`config.mk`:
```
export PLATFORM = sky130hd
export DESIGN_NAME = id_stage_hz
export DESIGN_NICKNAME = d
export VERILOG_FILES = /design/src/rtl/cpu_pkg.sv /design/src/rtl/id_regfile.sv /design/src/rtl/id_stage_hz.sv
export SDC_FILE = /design/constraint.sdc
export NUM_CORES = 2
export LEC_CHECK = 0
export CAP_MARGIN = 20
export CORE_MARGIN = 2
export CORE_UTILIZATION = 40
export CTS_BUF_LIST = sky130_fd_sc_hd__clkbuf_4
export DETAILED_ROUTE_END_ITERATION = 10
export SYNTH_ARGS = -nofsm -noshare
export SYNTH_HDL_FRONTEND = slang
export SYNTH_SLANG_ARGS = --single-unit
```
`constraint.sdc`:
```
create_clock -name i_clk -period 2.62 [get_ports i_clk]
set_input_delay 0.262 -clock i_clk [delete_from_list [all_inputs] [get_ports i_clk]]
set_output_delay 0.262 -clock i_clk [all_outputs]
set_load 0.05 [all_outputs]
```
`src/rtl/cpu_pkg.sv`:
```
// Shared decode definitions for the five-stage CPU: opcodes, control-field
// layout, ALUOp encodings and the main control decoder.
package cpu_pkg;

   localparam logic [5:0] OP_RTYPE = 6'b000000;
   localparam logic [5:0] OP_LW    = 6'b100011;
   localparam logic [5:0] OP_SW    = 6'b101011;
   localparam logic [5:0] OP_BEQ   = 6'b000100;
   localparam logic [5:0] OP_ADDI  = 6'b001000;

   localparam int WB_W  = 2;
   localparam int MEM_W = 3;
   localparam int EX_W  = 4;

   // Bit positions inside the WB {MemtoReg, RegWrite}, MEM {MemWrite, MemRead,
   // Branch} and EX {ALUSrc, ALUOp[1:0], RegDst} bundles.
   localparam int WB_REGWRITE  = 0;
   localparam int WB_MEMTOREG  = 1;
   localparam int MEM_BRANCH   = 0;
   localparam int MEM_READ     = 1;
   localparam int MEM_WRITE    = 2;
   localparam int EX_REGDST    = 0;
   localparam int EX_ALUOP_LSB = 1;
   localparam int EX_ALUSRC    = 3;

   localparam logic [1:0] ALUOP_ADD   = 2'b00;
   localparam logic [1:0] ALUOP_SUB   = 2'b01;
   localparam logic [1:0] ALUOP_FUNCT = 2'b10;

   typedef struct packed {
      logic [WB_W-1:0]  wb;
      logic [MEM_W-1:0] mem;
      logic [EX_W-1:0]  ex;
      logic             illegal;
      logic             uses_rt;
   } ctrl_t;

   function automatic ctrl_t decode_op(input logic [5:0] op);
      ctrl_t c;
      c = '0;
      case (op)
         OP_RTYPE: begin
            c.wb[WB_REGWRITE]           = 1'b1;
            c.ex[EX_ALUOP_LSB +: 2]     = ALUOP_FUNCT;
            c.ex[EX_REGDST]             = 1'b1;
            c.uses_rt                   = 1'b1;
         end
         OP_LW: begin
            c.wb[WB_REGWRITE]           = 1'b1;
            c.wb[WB_MEMTOREG]           = 1'b1;
            c.mem[MEM_READ]             = 1'b1;
            c.ex[EX_ALUSRC]             = 1'b1;
            c.ex[EX_ALUOP_LSB +: 2]     = ALUOP_ADD;
         end
         OP_SW: begin
            c.mem[MEM_WRITE]            = 1'b1;
            c.ex[EX_ALUSRC]             = 1'b1;
            c.ex[EX_ALUOP_LSB +: 2]     = ALUOP_ADD;
            c.uses_rt                   = 1'b1;
         end
         OP_BEQ: begin
            c.mem[MEM_BRANCH]           = 1'b1;
            c.ex[EX_ALUOP_LSB +: 2]     = ALUOP_SUB;
            c.uses_rt                   = 1'b1;
         end
         OP_ADDI: begin
            c.wb[WB_REGWRITE]           = 1'b1;
            c.ex[EX_ALUSRC]             = 1'b1;
            c.ex[EX_ALUOP_LSB +: 2]     = ALUOP_ADD;
         end
         default: c.illegal = 1'b1;
      endcase
      return c;
   endfunction

endpackage

```
`src/rtl/id_regfile.sv`:
```
// Architectural register file: two read ports with write-through bypass,
// one write port, register 0 hard-wired to zero.
module id_regfile #(
   parameter int DATA_W  = 32,
   parameter int REG_CNT = 32,
   parameter int RA_W    = $clog2(REG_CNT)
) (
   input  logic              i_clk,
   input  logic              i_rst,
   input  logic [RA_W-1:0]   i_ra1,
   input  logic [RA_W-1:0]   i_ra2,
   output logic [DATA_W-1:0] o_rd1,
   output logic [DATA_W-1:0] o_rd2,
   input  logic              i_we,
   input  logic [RA_W-1:0]   i_wa,
   input  logic [DATA_W-1:0] i_wd
);
   logic [DATA_W-1:0]         r_mem [REG_CNT];
   logic [1:0][RA_W-1:0]      w_ra;
   logic [1:0][DATA_W-1:0]    w_rd;

   always_ff @(posedge i_clk) begin
      if (i_rst) begin
         for (int i = 0; i < REG_CNT; i++) r_mem[i] <= '0;
      end else if (i_we && i_wa != '0) begin
         r_mem[i_wa] <= i_wd;
      end
   end

   assign w_ra[0] = i_ra1;
   assign w_ra[1] = i_ra2;

   // A same-cycle write is forwarded so WB never needs an extra stall.
   for (genvar gi = 0; gi < 2; gi++) begin : g_rd
      assign w_rd[gi] = (w_ra[gi] == '0)               ? '0   :
                        (i_we && i_wa == w_ra[gi])     ? i_wd :
                                                         r_mem[w_ra[gi]];
   end

   assign o_rd1 = w_rd[0];
   assign o_rd2 = w_rd[1];
endmodule

```
`src/rtl/id_stage_hz.sv`:
```
// Decode stage: control decode, immediate extension, register read, load-use
// hazard detection with bubble insertion, and the ID/EX pipeline register.
module id_stage_hz
   import cpu_pkg::*;
#(
   parameter int DATA_W  = 32,
   parameter int REG_CNT = 32,
   parameter int CNT_W   = 16,
   parameter int RA_W    = $clog2(REG_CNT)
) (
   input  logic              i_clk,
   input  logic              i_rst,
   input  logic              i_valid,
   input  logic [31:0]       i_instr,
   input  logic [DATA_W-1:0] i_next_pc,
   input  logic              i_flush,
   input  logic              i_wb_en,
   input  logic [RA_W-1:0]   i_wb_reg,
   input  logic [DATA_W-1:0] i_wb_data,
   output logic              o_stall,
   output logic              o_valid,
   output logic [DATA_W-1:0] o_next_pc,
   output logic [DATA_W-1:0] o_read_data1,
   output logic [DATA_W-1:0] o_read_data2,
   output logic [DATA_W-1:0] o_imm,
   output logic [RA_W-1:0]   o_tar_reg,
   output logic [RA_W-1:0]   o_des_reg,
   output logic [WB_W-1:0]   o_WB_control,
   output logic [MEM_W-1:0]  o_MEM_control,
   output logic [EX_W-1:0]   o_EX_control,
   output logic              o_illegal,
   output logic [CNT_W-1:0]  o_stall_cnt
);
   logic [5:0]        w_opcode;
   logic [RA_W-1:0]   w_rs;
   logic [RA_W-1:0]   w_rt;
   logic [RA_W-1:0]   w_rd;
   logic [DATA_W-1:0] w_imm;
   logic [DATA_W-1:0] w_rd1;
   logic [DATA_W-1:0] w_rd2;
   ctrl_t             w_ctrl;
   logic              w_hz;
   logic              w_bubble;

   logic              r_valid;
   logic [DATA_W-1:0] r_next_pc;
   logic [DATA_W-1:0] r_rd1;
   logic [DATA_W-1:0] r_rd2;
   logic [DATA_W-1:0] r_imm;
   logic [RA_W-1:0]   r_tar;
   logic [RA_W-1:0]   r_des;
   logic [WB_W-1:0]   r_wb;
   logic [MEM_W-1:0]  r_mem;
   logic [EX_W-1:0]   r_ex;
   logic              r_illegal;
   logic [CNT_W-1:0]  r_stall_cnt;

   // Register fields are taken modulo REG_CNT (truncate or zero-extend).
   assign w_opcode = i_instr[31:26];
   assign w_rs     = RA_W'(i_instr[25:21]);
   assign w_rt     = RA_W'(i_instr[20:16]);
   assign w_rd     = RA_W'(i_instr[15:11]);
   assign w_imm    = DATA_W'($signed(i_instr[15:0]));
   assign w_ctrl   = decode_op(w_opcode);

   id_regfile #(
      .DATA_W  (DATA_W),
      .REG_CNT (REG_CNT),
      .RA_W    (RA_W)
   ) u_regfile (
      .i_clk (i_clk),
      .i_rst (i_rst),
      .i_ra1 (w_rs),
      .i_ra2 (w_rt),
      .o_rd1 (w_rd1),
      .o_rd2 (w_rd2),
      .i_we  (i_wb_en),
      .i_wa  (i_wb_reg),
      .i_wd  (i_wb_data)
   );

   // rt only matters as a source for R-type, sw and beq; for lw/addi it is a destination.
   assign w_hz = i_valid & r_valid & r_mem[MEM_READ] & (r_tar != '0) &
                 ((r_tar == w_rs) | ((r_tar == w_rt) & w_ctrl.uses_rt));

   assign o_stall  = w_hz & ~i_flush;
   assign w_bubble = i_flush | w_hz | ~i_valid;

   always_ff @(posedge i_clk) begin
      if (i_rst) begin
         r_valid     <= 1'b0;
         r_next_pc   <= '0;
         r_rd1       <= '0;
         r_rd2       <= '0;
         r_imm       <= '0;
         r_tar       <= '0;
         r_des       <= '0;
         r_wb        <= '0;
         r_mem       <= '0;
         r_ex        <= '0;
         r_illegal   <= 1'b0;
         r_stall_cnt <= '0;
      end else begin
         // Data fields always follow decode so bubbles carry deterministic values.
         r_next_pc <= i_next_pc;
         r_rd1     <= w_rd1;
         r_rd2     <= w_rd2;
         r_imm     <= w_imm;
         r_tar     <= w_rt;
         r_des     <= w_rd;
         if (w_bubble) begin
            r_valid   <= 1'b0;
            r_wb      <= '0;
            r_mem     <= '0;
            r_ex      <= '0;
            r_illegal <= 1'b0;
         end else begin
            r_valid   <= 1'b1;
            r_wb      <= w_ctrl.wb;
            r_mem     <= w_ctrl.mem;
            r_ex      <= w_ctrl.ex;
            r_illegal <= w_ctrl.illegal;
         end
         if (o_stall && r_stall_cnt != '1) begin
            r_stall_cnt <= r_stall_cnt + CNT_W'(1);
         end
      end
   end

   assign o_valid       = r_valid;
   assign o_next_pc     = r_next_pc;
   assign o_read_data1  = r_rd1;
   assign o_read_data2  = r_rd2;
   assign o_imm         = r_imm;
   assign o_tar_reg     = r_tar;
   assign o_des_reg     = r_des;
   assign o_WB_control  = r_wb;
   assign o_MEM_control = r_mem;
   assign o_EX_control  = r_ex;
   assign o_illegal     = r_illegal;
   assign o_stall_cnt   = r_stall_cnt;
endmodule

```
# Yosys cells after proc, flatten, opt, wreduce, memory -nomap -nowiden
# Memories as Yosys holds them, arrays and structs flattened. A register that Yosys moved wholly into a read port is not among the register bits.
# Cells that the tools add are included.
# word_totals
regBits	85
out_inout_bits	166
inputBits	106
elab_cells	63
n_memories	1
mem_bits_rw	1024
# op_classes
n_eq_ne	7
add_sub_neg	1
bitwise_logic	11
mux	18
n_reduce_logical	15
# mem_list
name	depth	word_bits	read_ports	rd_ports_with_merged_regs	wr	line	source
u_regfile.r_mem	32	32	2	2	32	id_regfile.sv:18	logic [DATA_W-1:0] r_mem [REG_CNT];
# op_table
op	n
two-way mux 32 bit	1
OR reduction 32 bit	1
adder 16 x 1 -> 16 bit (second input constant)	1
inequality test 16 bit (second input constant)	1
two-way mux 1 bit	15
equality test 6 bit (second input constant)	2
equality test 5 bit	2
logical NOT 5 bit	2
nonzero test 5 bit	2
OR reduction 3 bit	3
AND 1 bit	6
equality test 6 x 3 -> 1 bit (second input constant)	1
equality test 6 x 4 -> 1 bit (second input constant)	1
logical NOT 6 bit	1
OR reduction 2 bit	3
two-way mux 5 bit	1
OR reduction 5 bit	1
case mux 2 bit (2 select lines)	1
bitwise OR 1 bit	3
logical AND 1 bit	2
NOT 1 bit	2

# Depth between registers and ports, before layout
# depth
word_depth	9
depth_mapped	10
ltp_nobuf	6

# Modules after synthesis
# Synthesis repeated with hierarchy kept, for this count alone.
# hier_totals
cells_unflattened	4220
hier_area_um2	59632.2
# modules_own_cells
module	cells_each	instances	area_per_inst_um2
id_regfile	3802	1	55061.6
id_stage_hz	418	1	4570.6

# Worst setup path before layout
# OpenSTA, ideal clock, no wires.
# synth_path
path_kind	flip-flop to flip-flop
startpoint	reg r_stall_cnt[0] (netlist: o_stall_cnt[0])
endpoint	reg r_stall_cnt[1] (netlist: o_stall_cnt[1])
path_buffers	3
t_arrival_ns	2.450
setup_slack_ns	0.100
synth_period_minus_slack_ns	2.520
path_stages_with_launch	10
cell_sequence	dfxtp_1 ha_1 nand3_1 or2_2 buf_2 nor4_4 buf_4 buf_2 o21ai_0 a21oi_1
# synth_via
elab_chain_cells	2
word_cells_on_any_way	3
cone_classes	add/sub: 1; eq/ne: 1; reduce/logical: 1
# synth_lines
element	line	source
start: declaration	id_stage_hz.sv:56	logic [CNT_W-1:0] r_stall_cnt;
start signal: assignment	id_stage_hz.sv:125	r_stall_cnt <= r_stall_cnt + CNT_W'(1);
parallel branches: the longest is 2 deep, another holds adder 16 x 1 -> 16 bit	n/a	
# Parallel ways; which one is timed is not known.
# A chain may end at the register's enable or synchronous reset.

# Final worst setup path
# layout_path
startpoint	reg r_tar[1] (netlist: o_tar_reg[1])
endpoint	out o_stall
# layout_via
elab_chain_cells	5
word_cells_on_any_way	8
cone_classes	eq/ne: 2; bitwise: 5; reduce/logical: 1
# layout_lines
element	line	source
start: declaration	id_stage_hz.sv:50	logic [RA_W-1:0] r_tar;
start signal: assignment	id_stage_hz.sv:109	r_tar <= w_rt;
equality test 5 bit	id_stage_hz.sv:84	((r_tar == w_rs) | ((r_tar == w_rt) & w_ctrl.uses_rt));
AND 1 bit	id_stage_hz.sv:84	
bitwise OR 1 bit	id_stage_hz.sv:84	
AND 1 bit (*)	id_stage_hz.sv:83	assign w_hz = i_valid & r_valid & r_mem[MEM_READ] & (r_tar != '0) &
AND 1 bit (*)	id_stage_hz.sv:86	assign o_stall = w_hz & ~i_flush;
end: declaration	id_stage_hz.sv:20	output logic o_stall,
# Every way passes the cells marked *; elsewhere a longest branch is shown, timed or not.

==> qor.yml <==
worst_pin_slew_ns: 0.737
worst_slack_ns: -0.539
syn-cell-area_mm2: 0.0590
swShare: 0.268
min_to: "o_next_pc[16]"
start_kind: "flop"
first_pass_iters: 6
syn2layout_area_growth_pct: 23.2
cts_tree: "done"
antenna_found_initial: 19
fin_crit_sh: 1.21
grt-ovfl-total: 0
yosysWarnings: 0
crit_chain: "or3_4, o311a_4, nand3b_1, a21o_1, buf_6, inv_4, buf_12"
grt_start_max_net_pins: 78
maxSlewHeadroom: 0.507
async_reset_ff_frac: 0
pin_count: 272
combPwrFrac: 0.144
cts.sinks: 1166
synth_common_cells: "and2_1, edfxtp_1, mux4_2"
grt_pass1_wl_um: 302000
hold_violations: 0
timing.fmax_mhz: 317
p_switching_mw: 12.0
finalWirelength_um: 213000
place_inst: 6163
hold_start: "i_next_pc[16]"
grt_use_total: 0.283
crit_slowest_cell: "o311a_4"
synth_cells: 3990
largest_reg_flops: 1024
grt_pass1_vias: 41500
avgSynthCellArea_um2: 14.8
std_cell_rows: 140
num-fill-cells: 12400
whs_path_depth: 3
synth_top_cell_area_share: 0.521
seqPwrFrac: 0.487
setup_viol: 1
min_path_type: "input port to flop"
finalNetCount: 4842
critPathKind: "flop to primary output"
slowest_delay_ns: 0.40
ant_nets: 0
reg2regPathDepth: 5
synth-edff-count: 1024
cp.required_ns: 2.36
drive_gt1_frac: 0.318
finalMaxSlewViolations: 0
dr_total_vias: 40800
die-area_mm2: 0.151
fin_cells: 6882
p_int_mw: 32.8
p_per_area_mw_per_mm2: 616
drc: 0
die_w_um: 388
endpoint_kind: "primary output"
crit_buf_inv: 3
cts_buffers: 326
post_drt_via_cell_ratio: 5.93
r2r-end: "o_EX_control[2]"
fin_crit_ns: 3.16
r2r_start: "o_tar_reg[1]"
cp.arrival_ns: 2.90
rsz0062_at_grt: "true"
initial_utilization: 0.404
ys.flop_type: "edfxtp_1"
core-area_mm2: 0.146
synth_seq_cells: 1166
dpl_worst_slack_ns: -0.00568
cts.path.max_buffers: 4
pwr-share-clk: 0.369
die_h_um: 388
post-route-util: 0.497
drv_cap: 0
htreeDepth: 5
ir_drop_v: 0.000434
cts_root_buf: "clkbuf_4"
routedWlPerCell_um: 31.0
regMostFlops: "u_regfile.r_mem"
fin_skew_ns: 0.0647
insertion_delay_ns: 1.29
yosys-top-cells-area: "edfxtp_1, mux4_2, and2_1, dfxtp_1, clkbuf_1"
path_clk_slew_ns: 0.06
place.gp.congestion: 0.883
io_buffers: 271
synth_cell_types: 56
hpwlAfterDp_um: 137000
path_delay_family: "compound AO/OA/AOI/OAI gates"
yosysMostFrequentCell: "and2_1"
cp.depth: 7
finalPower_mw: 44.7
outcome: "complete, but fails checks"
finalSetupTns_ns: -0.539
p_leak_nw: 26.4
drtIter0Drc: 5352
violations: "negative setup slack"
path_max_fanout: 4
seq_area_frac_synth: 0.570
synth_area_leader_cell: "edfxtp_1"
rrSetupSlack_ns: 0.11
[routing by layer]
layer / global-route usage / up-vias / routed length (um)
li1: - / 16800 / -
met1: 0.366 / 21000 / 81300
met2: 0.452 / 2554 / 101000
met3: 0.0715 / 458 / 22000
met4: 0.120 / 4 / 9390
met5: 0 / - / 34
[layout make-up]
type / instances / area (um2) / share of cell area
diodes: 10 / 25.0 / 0.000344
clock buffers: 494 / 3710 / 0.0510
clock inverters: 54 / 263 / 0.00362
inverters: 7 / 30.0 / 0.000413
multi-input cells: 2409 / 23800 / 0.328
flip-flops and latches: 1166 / 33600 / 0.462
well taps: 1917 / 2400 / 0.0330
repair buffers: 825 / 8800 / 0.121
[per-stage QoR]
stage / hold slack, ns / cell area [um2]
4_1_cts: 0.000603 / 72600
6_report: 0.110 / 72700
3_3_place_gp: 0.523 / 67100
3_5_place_dp: 0.501 / 67100
2_1_floorplan: 0.340 / 59100
5_1_grt: 0.0265 / 72700
[cell families (layout without fill, tap and decap cells)]
family | Yosys count | in the layout | synth area share
and+or+nand+nor | 1406 | 1406 | 0.141
xor gates and xnor gates | 20 | 20 | 0.00297
AOI/OAI and AO/OA | 339 | 339 | 0.0410
buffers and inverters | 446 | 1380 | 0.0333
muxes | 611 | 611 | 0.212
DFF | 1166 | 1166 | 0.570
other | 1 | 42 | 0.0000636
adders and majority gates | 1 | 1 | 0.000212
[power by group through the flow]
| stage | Combinational, mW | Clock (mW) | Sequential, mW |
|---|---|---|---|
| final | 6.46 | 16.5 | 21.8 |
| after global routing | 6.67 | 17.7 | 21.9 |
| after CTS | 6.40 | 16.8 | 21.8 |
| after detailed placement | 6.30 | 0 | 22.2 |
| after global placement | 6.28 | 0 | 22.1 |
| after floorplan | 3.08 | 0 | 22.5 |
[cell usage in the layout, fill, tap and decap left out, drive strengths merged, types with 53 or more instances in the layout]
cell type / count
a21oi: 67
and2: 1025
buf: 411
clkbuf: 494
clkdlybuf4s50: 94
dfxtp: 142
dlygate4sd2: 117
dlygate4sd3: 156
edfxtp: 1024
mux2i: 88
mux4: 509
nand2: 148
nor2: 53
nor2b: 58
[tightest hold or removal path, delay by kind of cell]
kind,cells,cell delay [ns]
buffers and inverters,2,0.96
and+or+nand+nor,1,0.13
[what timing repair did]
| action | in CTS | in global routing |
|---|---|---|
| buffers inserted | 2 | 2 |
| endpoints found under the setup margin | 166 | 7 |
| endpoints found under the hold margin | 1094 | 30 |
| pin swaps | 2 | 4 |
| gates resized for setup | 262 | 10 |
| hold buffers | 156 | 1 |
| cloned | 0 | 0 |
[worst max-delay path by stage]
stage                         startpoint          endpoint  slack, ns
after floorplan           o_stall_cnt[0]    o_stall_cnt[1]        0.1
after global placement       i_wb_reg[4]  o_read_data1[12]      -0.10
after detailed placement     i_wb_reg[4]   o_read_data2[2]     -0.006
after CTS                   o_tar_reg[0]           o_stall      -0.64
after global routing        o_tar_reg[1]           o_stall      -0.66
final                       o_tar_reg[1]           o_stall      -0.54
(Power assumes the default switching activity.)
